### config.mk
export PLATFORM = sky130hd
export DESIGN_NAME = mem_ctrl
export DESIGN_NICKNAME = d
export VERILOG_FILES = /design/src/rtl/mem_ctrl_pkg.sv /design/src/rtl/mem_ctrl.sv
export SDC_FILE = /design/constraint.sdc
export NUM_CORES = 1
export LEC_CHECK = 0
export BUFFER_PORTS_ARGS = -buffer_cell sky130_fd_sc_hd__buf_2
export CORE_MARGIN = 5
export CORE_UTILIZATION = 48
export CTS_CLUSTER_DIAMETER = 200
export DETAILED_ROUTE_END_ITERATION = 12
export PLACE_DENSITY = 0.8
export SLEW_MARGIN = 20
export SYNTH_ARGS = -nofsm -noshare
export SYNTH_HDL_FRONTEND = slang
export SYNTH_SLANG_ARGS = --single-unit
### constraint.sdc
create_clock -name clk -period 3.4 [get_ports clk]
set_input_delay 1.02 -clock clk [delete_from_list [all_inputs] [get_ports clk]]
set_output_delay 1.02 -clock clk [all_outputs]
set_load 0.01 [all_outputs]
### src/rtl/mem_ctrl_pkg.sv
// Shared types and codes for the byte-wide RAM controller.
// Holds the controller state encoding, the request owner encoding,
// the mem_len byte-count codes and a helper that folds the illegal length
// code onto a full word.
package mem_ctrl_pkg;

   typedef enum logic [1:0] {
      ST_IDLE = 2'd0,
      ST_BUSY = 2'd1,
      ST_DONE = 2'd2
   } state_e;

   typedef enum logic {
      OWN_IF  = 1'b0,
      OWN_MEM = 1'b1
   } owner_e;

   // mem_len carries (bytes - 1)
   localparam logic [1:0] LEN_1B = 2'd0;
   localparam logic [1:0] LEN_2B = 2'd1;
   localparam logic [1:0] LEN_4B = 2'd3;

   // The unused code 2 is treated as a full-word access
   function automatic logic [1:0] norm_len(input logic [1:0] len);
      return (len == 2'd2) ? LEN_4B : len;
   endfunction

endpackage

### src/rtl/mem_ctrl.sv
// mem_ctrl: sole master of a byte-wide single-port RAM, shared between
// instruction fetch (IF) and the MEM stage. Each request is broken into
// 1/2/4 byte beats; read bytes are assembled little-endian into a word.
// Ports:
//   clk, rst                 core clock, synchronous active-high reset
//   if_req/if_addr/if_flush  fetch request (always 4 bytes) and branch flush
//   mem_req/mem_we/mem_len/mem_addr/mem_wdata  load/store request
//   ram_din/ram_addr/ram_wr/ram_dout           RAM port (read data 1 cycle late)
//   if_done/if_data, mem_done/mem_rdata        completion pulses and data
//   stallreq_if/stallreq_mem                   hold requests to pipeline control
module mem_ctrl
   import mem_ctrl_pkg::*;
#(
   parameter int ADDR_W = 32,
   parameter int DATA_W = 32
) (
   input  logic              clk,
   input  logic              rst,
   input  logic              if_req,
   input  logic [ADDR_W-1:0] if_addr,
   input  logic              if_flush,
   input  logic              mem_req,
   input  logic              mem_we,
   input  logic [1:0]        mem_len,
   input  logic [ADDR_W-1:0] mem_addr,
   input  logic [DATA_W-1:0] mem_wdata,
   input  logic [7:0]        ram_din,
   output logic [ADDR_W-1:0] ram_addr,
   output logic              ram_wr,
   output logic [7:0]        ram_dout,
   output logic              if_done,
   output logic [DATA_W-1:0] if_data,
   output logic              mem_done,
   output logic [DATA_W-1:0] mem_rdata,
   output logic              stallreq_if,
   output logic              stallreq_mem
);

   state_e              state_q;
   owner_e              owner_q;
   logic                we_q;
   logic [1:0]          len_q;
   logic [ADDR_W-1:0]   base_q;
   logic [DATA_W-1:0]   wdata_q;
   logic [2:0]          cnt_q;
   logic [DATA_W-1:0]   buf_q;
   logic                kill_q;
   logic                if_done_q;
   logic                mem_done_q;
   logic [DATA_W-1:0]   if_data_q;
   logic [DATA_W-1:0]   mem_rdata_q;

   logic [DATA_W-1:0]   buf_d;
   logic                kill_d;
   logic                last_beat;
   logic [1:0]          cap_lane;

   always_comb begin
      // Read data for the address issued at cnt=k arrives while cnt=k+1
      cap_lane = cnt_q[1:0] - 2'd1;
      buf_d    = buf_q;
      if (state_q == ST_BUSY && !we_q && cnt_q != 3'd0)
         buf_d[{cap_lane, 3'b000} +: 8] = ram_din;
      last_beat = we_q ? (cnt_q == {1'b0, len_q})
                       : (cnt_q == ({1'b0, len_q} + 3'd1));
      kill_d = kill_q | (if_flush && owner_q == OWN_IF && state_q != ST_IDLE);
   end

   // RAM port is decoded purely from registered state
   always_comb begin
      ram_wr   = (state_q == ST_BUSY) && we_q;
      ram_addr = '0;
      ram_dout = 8'h00;
      if (state_q == ST_BUSY && cnt_q <= {1'b0, len_q})
         ram_addr = base_q + ADDR_W'(cnt_q);
      if (ram_wr)
         ram_dout = wdata_q[{cnt_q[1:0], 3'b000} +: 8];
   end

   always_ff @(posedge clk) begin
      if (rst) begin
         state_q     <= ST_IDLE;
         owner_q     <= OWN_IF;
         we_q        <= 1'b0;
         len_q       <= LEN_1B;
         base_q      <= '0;
         wdata_q     <= '0;
         cnt_q       <= 3'd0;
         buf_q       <= '0;
         kill_q      <= 1'b0;
         if_done_q   <= 1'b0;
         mem_done_q  <= 1'b0;
         if_data_q   <= '0;
         mem_rdata_q <= '0;
      end else begin
         if_done_q  <= 1'b0;
         mem_done_q <= 1'b0;
         unique case (state_q)
            ST_IDLE: begin
               kill_q <= 1'b0;
               cnt_q  <= 3'd0;
               buf_q  <= '0;
               // MEM belongs to the older instruction, so it wins
               if (mem_req) begin
                  owner_q <= OWN_MEM;
                  we_q    <= mem_we;
                  len_q   <= norm_len(mem_len);
                  base_q  <= mem_addr;
                  wdata_q <= mem_wdata;
                  state_q <= ST_BUSY;
               end else if (if_req && !if_flush) begin
                  owner_q <= OWN_IF;
                  we_q    <= 1'b0;
                  len_q   <= LEN_4B;
                  base_q  <= if_addr;
                  wdata_q <= '0;
                  state_q <= ST_BUSY;
               end
            end
            ST_BUSY: begin
               buf_q  <= buf_d;
               kill_q <= kill_d;
               cnt_q  <= cnt_q + 3'd1;
               if (last_beat) begin
                  state_q <= ST_DONE;
                  if (owner_q == OWN_IF) begin
                     // A flushed fetch still finishes on the RAM, silently
                     if_done_q <= ~kill_d;
                     if (!kill_d)
                        if_data_q <= buf_d;
                  end else begin
                     mem_done_q  <= 1'b1;
                     mem_rdata_q <= buf_d;
                  end
               end
            end
            ST_DONE: begin
               kill_q  <= 1'b0;
               state_q <= ST_IDLE;
            end
            default: state_q <= ST_IDLE;
         endcase
      end
   end

   // A flush landing in the done cycle itself must still hide the pulse
   assign if_done      = if_done_q & ~if_flush;
   assign if_data      = if_data_q;
   assign mem_done     = mem_done_q;
   assign mem_rdata    = mem_rdata_q;
   assign stallreq_if  = if_req & ~if_done;
   assign stallreq_mem = mem_req & ~mem_done;

endmodule
==> results_dict.tcl <==
set metrics [dict create \
    outcome "complete, but fails checks" \
    violations "negative setup slack" \
    clk_pin_slew_worst_paths_ps 60 \
    fp-row-count 49 \
    finalCriticalPeriod_ps 3560 \
    die_w_um 144 \
    required_ps 2380 \
    start_util_pct 48.3 \
    synthArstFlopShare_pct 0 \
    area_growth_syn_to_layout_pct 28.1 \
    end_kind "primary output" \
    nFillCells 1506 \
    place_ws_ps 110 \
    arrival_ps 2540 \
    worst-path-max-fanout 7 \
    report.final.slew_viol_count 0 \
    grt_start_max_net_pins 52 \
    setup_viol 14 \
    yosys_warnings 0 \
    hold_viol 0 \
    wire_per_inst_um 18.7 \
    htree_levels 4 \
    drt_wl_total_mm 27.6 \
    drtIter0Drc 1115 \
    core_area_mm2 0.0178 \
    max_slew_margin_pct 30.8 \
    place.gp.congestion 0.871 \
    firstDrtPassIters 5 \
    track_usage_pct 25.2 \
    rrSetupSlack_ps 570 \
    power-per-cell-area_mw_per_mm2 462 \
    synth_ff_type "dfxtp_1" \
    dp_hpwl_mm 18.1 \
    r2r_end "mem_rdata[19]$_SDFFE_PP0P_" \
    synthesis.nets 1154 \
    cts_buffers 17 \
    fin_tns_setup_ps -1000 \
    die_h_um 144 \
    antenna_found_initial 1 \
    dieArea_mm2 0.0208 \
    hp-class "reg2reg" \
    r2r-start "cnt_q[0]$_SDFFE_PP0P_" \
    grt-ovfl-total 0 \
    ys_ff_latch 172 \
    setup_ws_ps -162 \
    viasPerCell 6.09 \
    syn_avg_cell_area_um2 8.38 \
    fin_skew_ps 6.95 \
    worst_pin_slew_ps 1040 \
    max-clock-path-buffers 2 \
    synth-seq-area-share_pct 39.9 \
    final_nets 1362 \
    grt_pass1_wl_mm 42.6 \
    final_common_cell "buf_2" \
    layout-drive-gt1-share_pct 31.6 \
    final_cell_mix "buf_2, dfxtp_1, nor2_1" \
    whs_ps 450 \
    ir_worst_vdd_mv 0.382 \
    cts_root_buf "clkbuf_16" \
    min_period_over_period_pct 105 \
    rsz0062_at_grt "yes" \
    clkLatencyLatePin_ps 440 \
    whs_endpoint "buf_q[5]$_SDFFE_PP0P_" \
    synth_edf_count 0 \
    num_vias 9013 \
    clock-sinks 172 \
    max_freq_ghz 0.281 \
    power_mw 5.10 \
    critPathKind "reg2out" \
    cp-start-kind "flip-flop" \
    cts_tree "built" \
    r2r_cells 8 \
    maxCapViolCount 0 \
    hold_path_depth 2 \
    io_buffers 220 \
    netlist_area_mm2 0.00863 \
    ys_types 58 \
    io_pins 221 \
    postSynthCellCount 1029 \
    hp-start "buf_q[5]$_SDFFE_PP0P_" \
    grt_pass1_vias 8316 \
    ant_nets 0 \
    route.detailed.drc 0 \
    leakage_nw 4.32 \
]
[critical path: stages, from the launching register on]
cell	delay (ps)
dfxtp_2	350
ha_4	140
inv_2	30
fa_2	340
nor2b_2	140
o2111ai_1	120
buf_4	200
buf_4	170
o31ai_2	370
a21oi_2	90
buf_2	150
[worst max path at each step]
| stage | depth (start not counted) | slack [ps] | end | start |
|---|---|---|---|---|
| after detailed placement | 9 | 110 | ram_addr[30] | base_q[0]$_SDFFE_PP0P_ |
| after floorplan | 7 | 10 | ram_addr[24] | cnt_q[1]$_SDFFE_PP0P_ |
| after global routing | 10 | -230 | ram_addr[20] | base_q[0]$_SDFFE_PP0P_ |
| after global placement | 9 | 140 | ram_addr[30] | base_q[0]$_SDFFE_PP0P_ |
| final | 10 | -160 | ram_addr[24] | base_q[0]$_SDFFE_PP0P_ |
| after CTS | 9 | -170 | ram_addr[30] | cnt_q[0]$_SDFFE_PP0P_ |
[flip-flops by register name, indices dropped and copies added, names as in the netlist]
| name | cells |
|---|---|
| base_q | 32 |
| buf_q | 32 |
| if_data | 32 |
| mem_rdata | 32 |
| wdata_q | 32 |
| cnt_q | 3 |
| len_q | 2 |
| state_q | 2 |
| if_done_q | 1 |
| kill_q | 1 |
| mem_done | 1 |
| owner_q | 1 |
| we_q | 1 |
[routing by layer]
layer  up-vias  wire (µm)  GRT usage, %
met5         -          0             0
met4         0        892          9.32
met3        80       2150          5.09
met2       380      13100          40.8
met1      4281      11500          33.5
li1       4272          -             -
[repair_timing]
| item | 4_1_cts | 5_1_grt |
|---|---|---|
| hold buffers | 0 | 0 |
| setup buffers | 12 | 10 |
| pin swaps | 17 | 17 |
| setup endpoints to repair | 26 | 31 |
| gates resized for setup | 29 | 53 |
| cloned | 1 | 0 |
[cell type report]
class	count	area (µm²)	area share, %
multi-input cells	752	5020	45.5
diodes	1	2.50	0.0226
flip-flops and latches	172	3480	31.5
inverters	8	30.0	0.272
well taps	229	287	2.59
repair buffers	286	1650	14.9
clock inverters	11	120	1.09
clock buffers	20	457	4.13
[stage by stage]
stage / std cells / instance area, µm² / utilization [%]
finish: 1479 / 11000 / 61.9
global route: 1479 / 11000 / 61.9
CTS: 1468 / 10800 / 60.4
detailed placement: 1424 / 10000 / 56.1
global placement: 1424 / 10000 / 56.1
floorplan: 1029 / 8630 / -
[cell families after synthesis]
group	after synthesis	synth area share (%)
compound gates	381	27.2
simple gates	306	19.1
flops	172	39.9
buf+inv	106	4.83
mux	43	6.16
fa+ha+maj	13	1.97
xor+xnor	8	0.812
[Yosys cell counts (all sizes together), types with 4 or more instances]
| cell | count | share of area, % |
|---|---|---|
| a21oi | 120 | 7.0 |
| a21boi | 32 | 2.8 |
| a211oi | 66 | 5.7 |
| o31ai | 12 | 1.0 |
| or4 | 14 | 1.3 |
| clkbuf | 78 | 3.4 |
| xor2 | 5 | 0.51 |
| nand2 | 46 | 2.0 |
| and2 | 5 | 0.36 |
| mux2i | 34 | 3.9 |
| nor2 | 116 | 5.0 |
| ha | 12 | 1.7 |
| nor3b | 4 | 0.35 |
| nor3 | 14 | 0.81 |
| and3 | 10 | 0.73 |
| o22ai | 32 | 2.3 |
| inv | 8 | 0.35 |
| nor4 | 6 | 0.51 |
| mux4 | 8 | 2.1 |
| nor2b | 10 | 0.73 |
| and4 | 19 | 1.9 |
| nor4b | 8 | 0.88 |
| nand3 | 11 | 0.64 |
| or3 | 7 | 0.52 |
| o21ai | 75 | 4.4 |
| nand4 | 18 | 1.4 |
| dfxtp | 172 | 40 |
| a22oi | 35 | 3.0 |
| buf | 20 | 1.1 |
[power by group]
part           internal (mW)  switching (mW)  total [mW]
logic                  0.363           0.600       0.962
registers               2.12           0.107        2.23
clock network           1.11           0.795        1.91
Power figures use the tool's default switching activity.
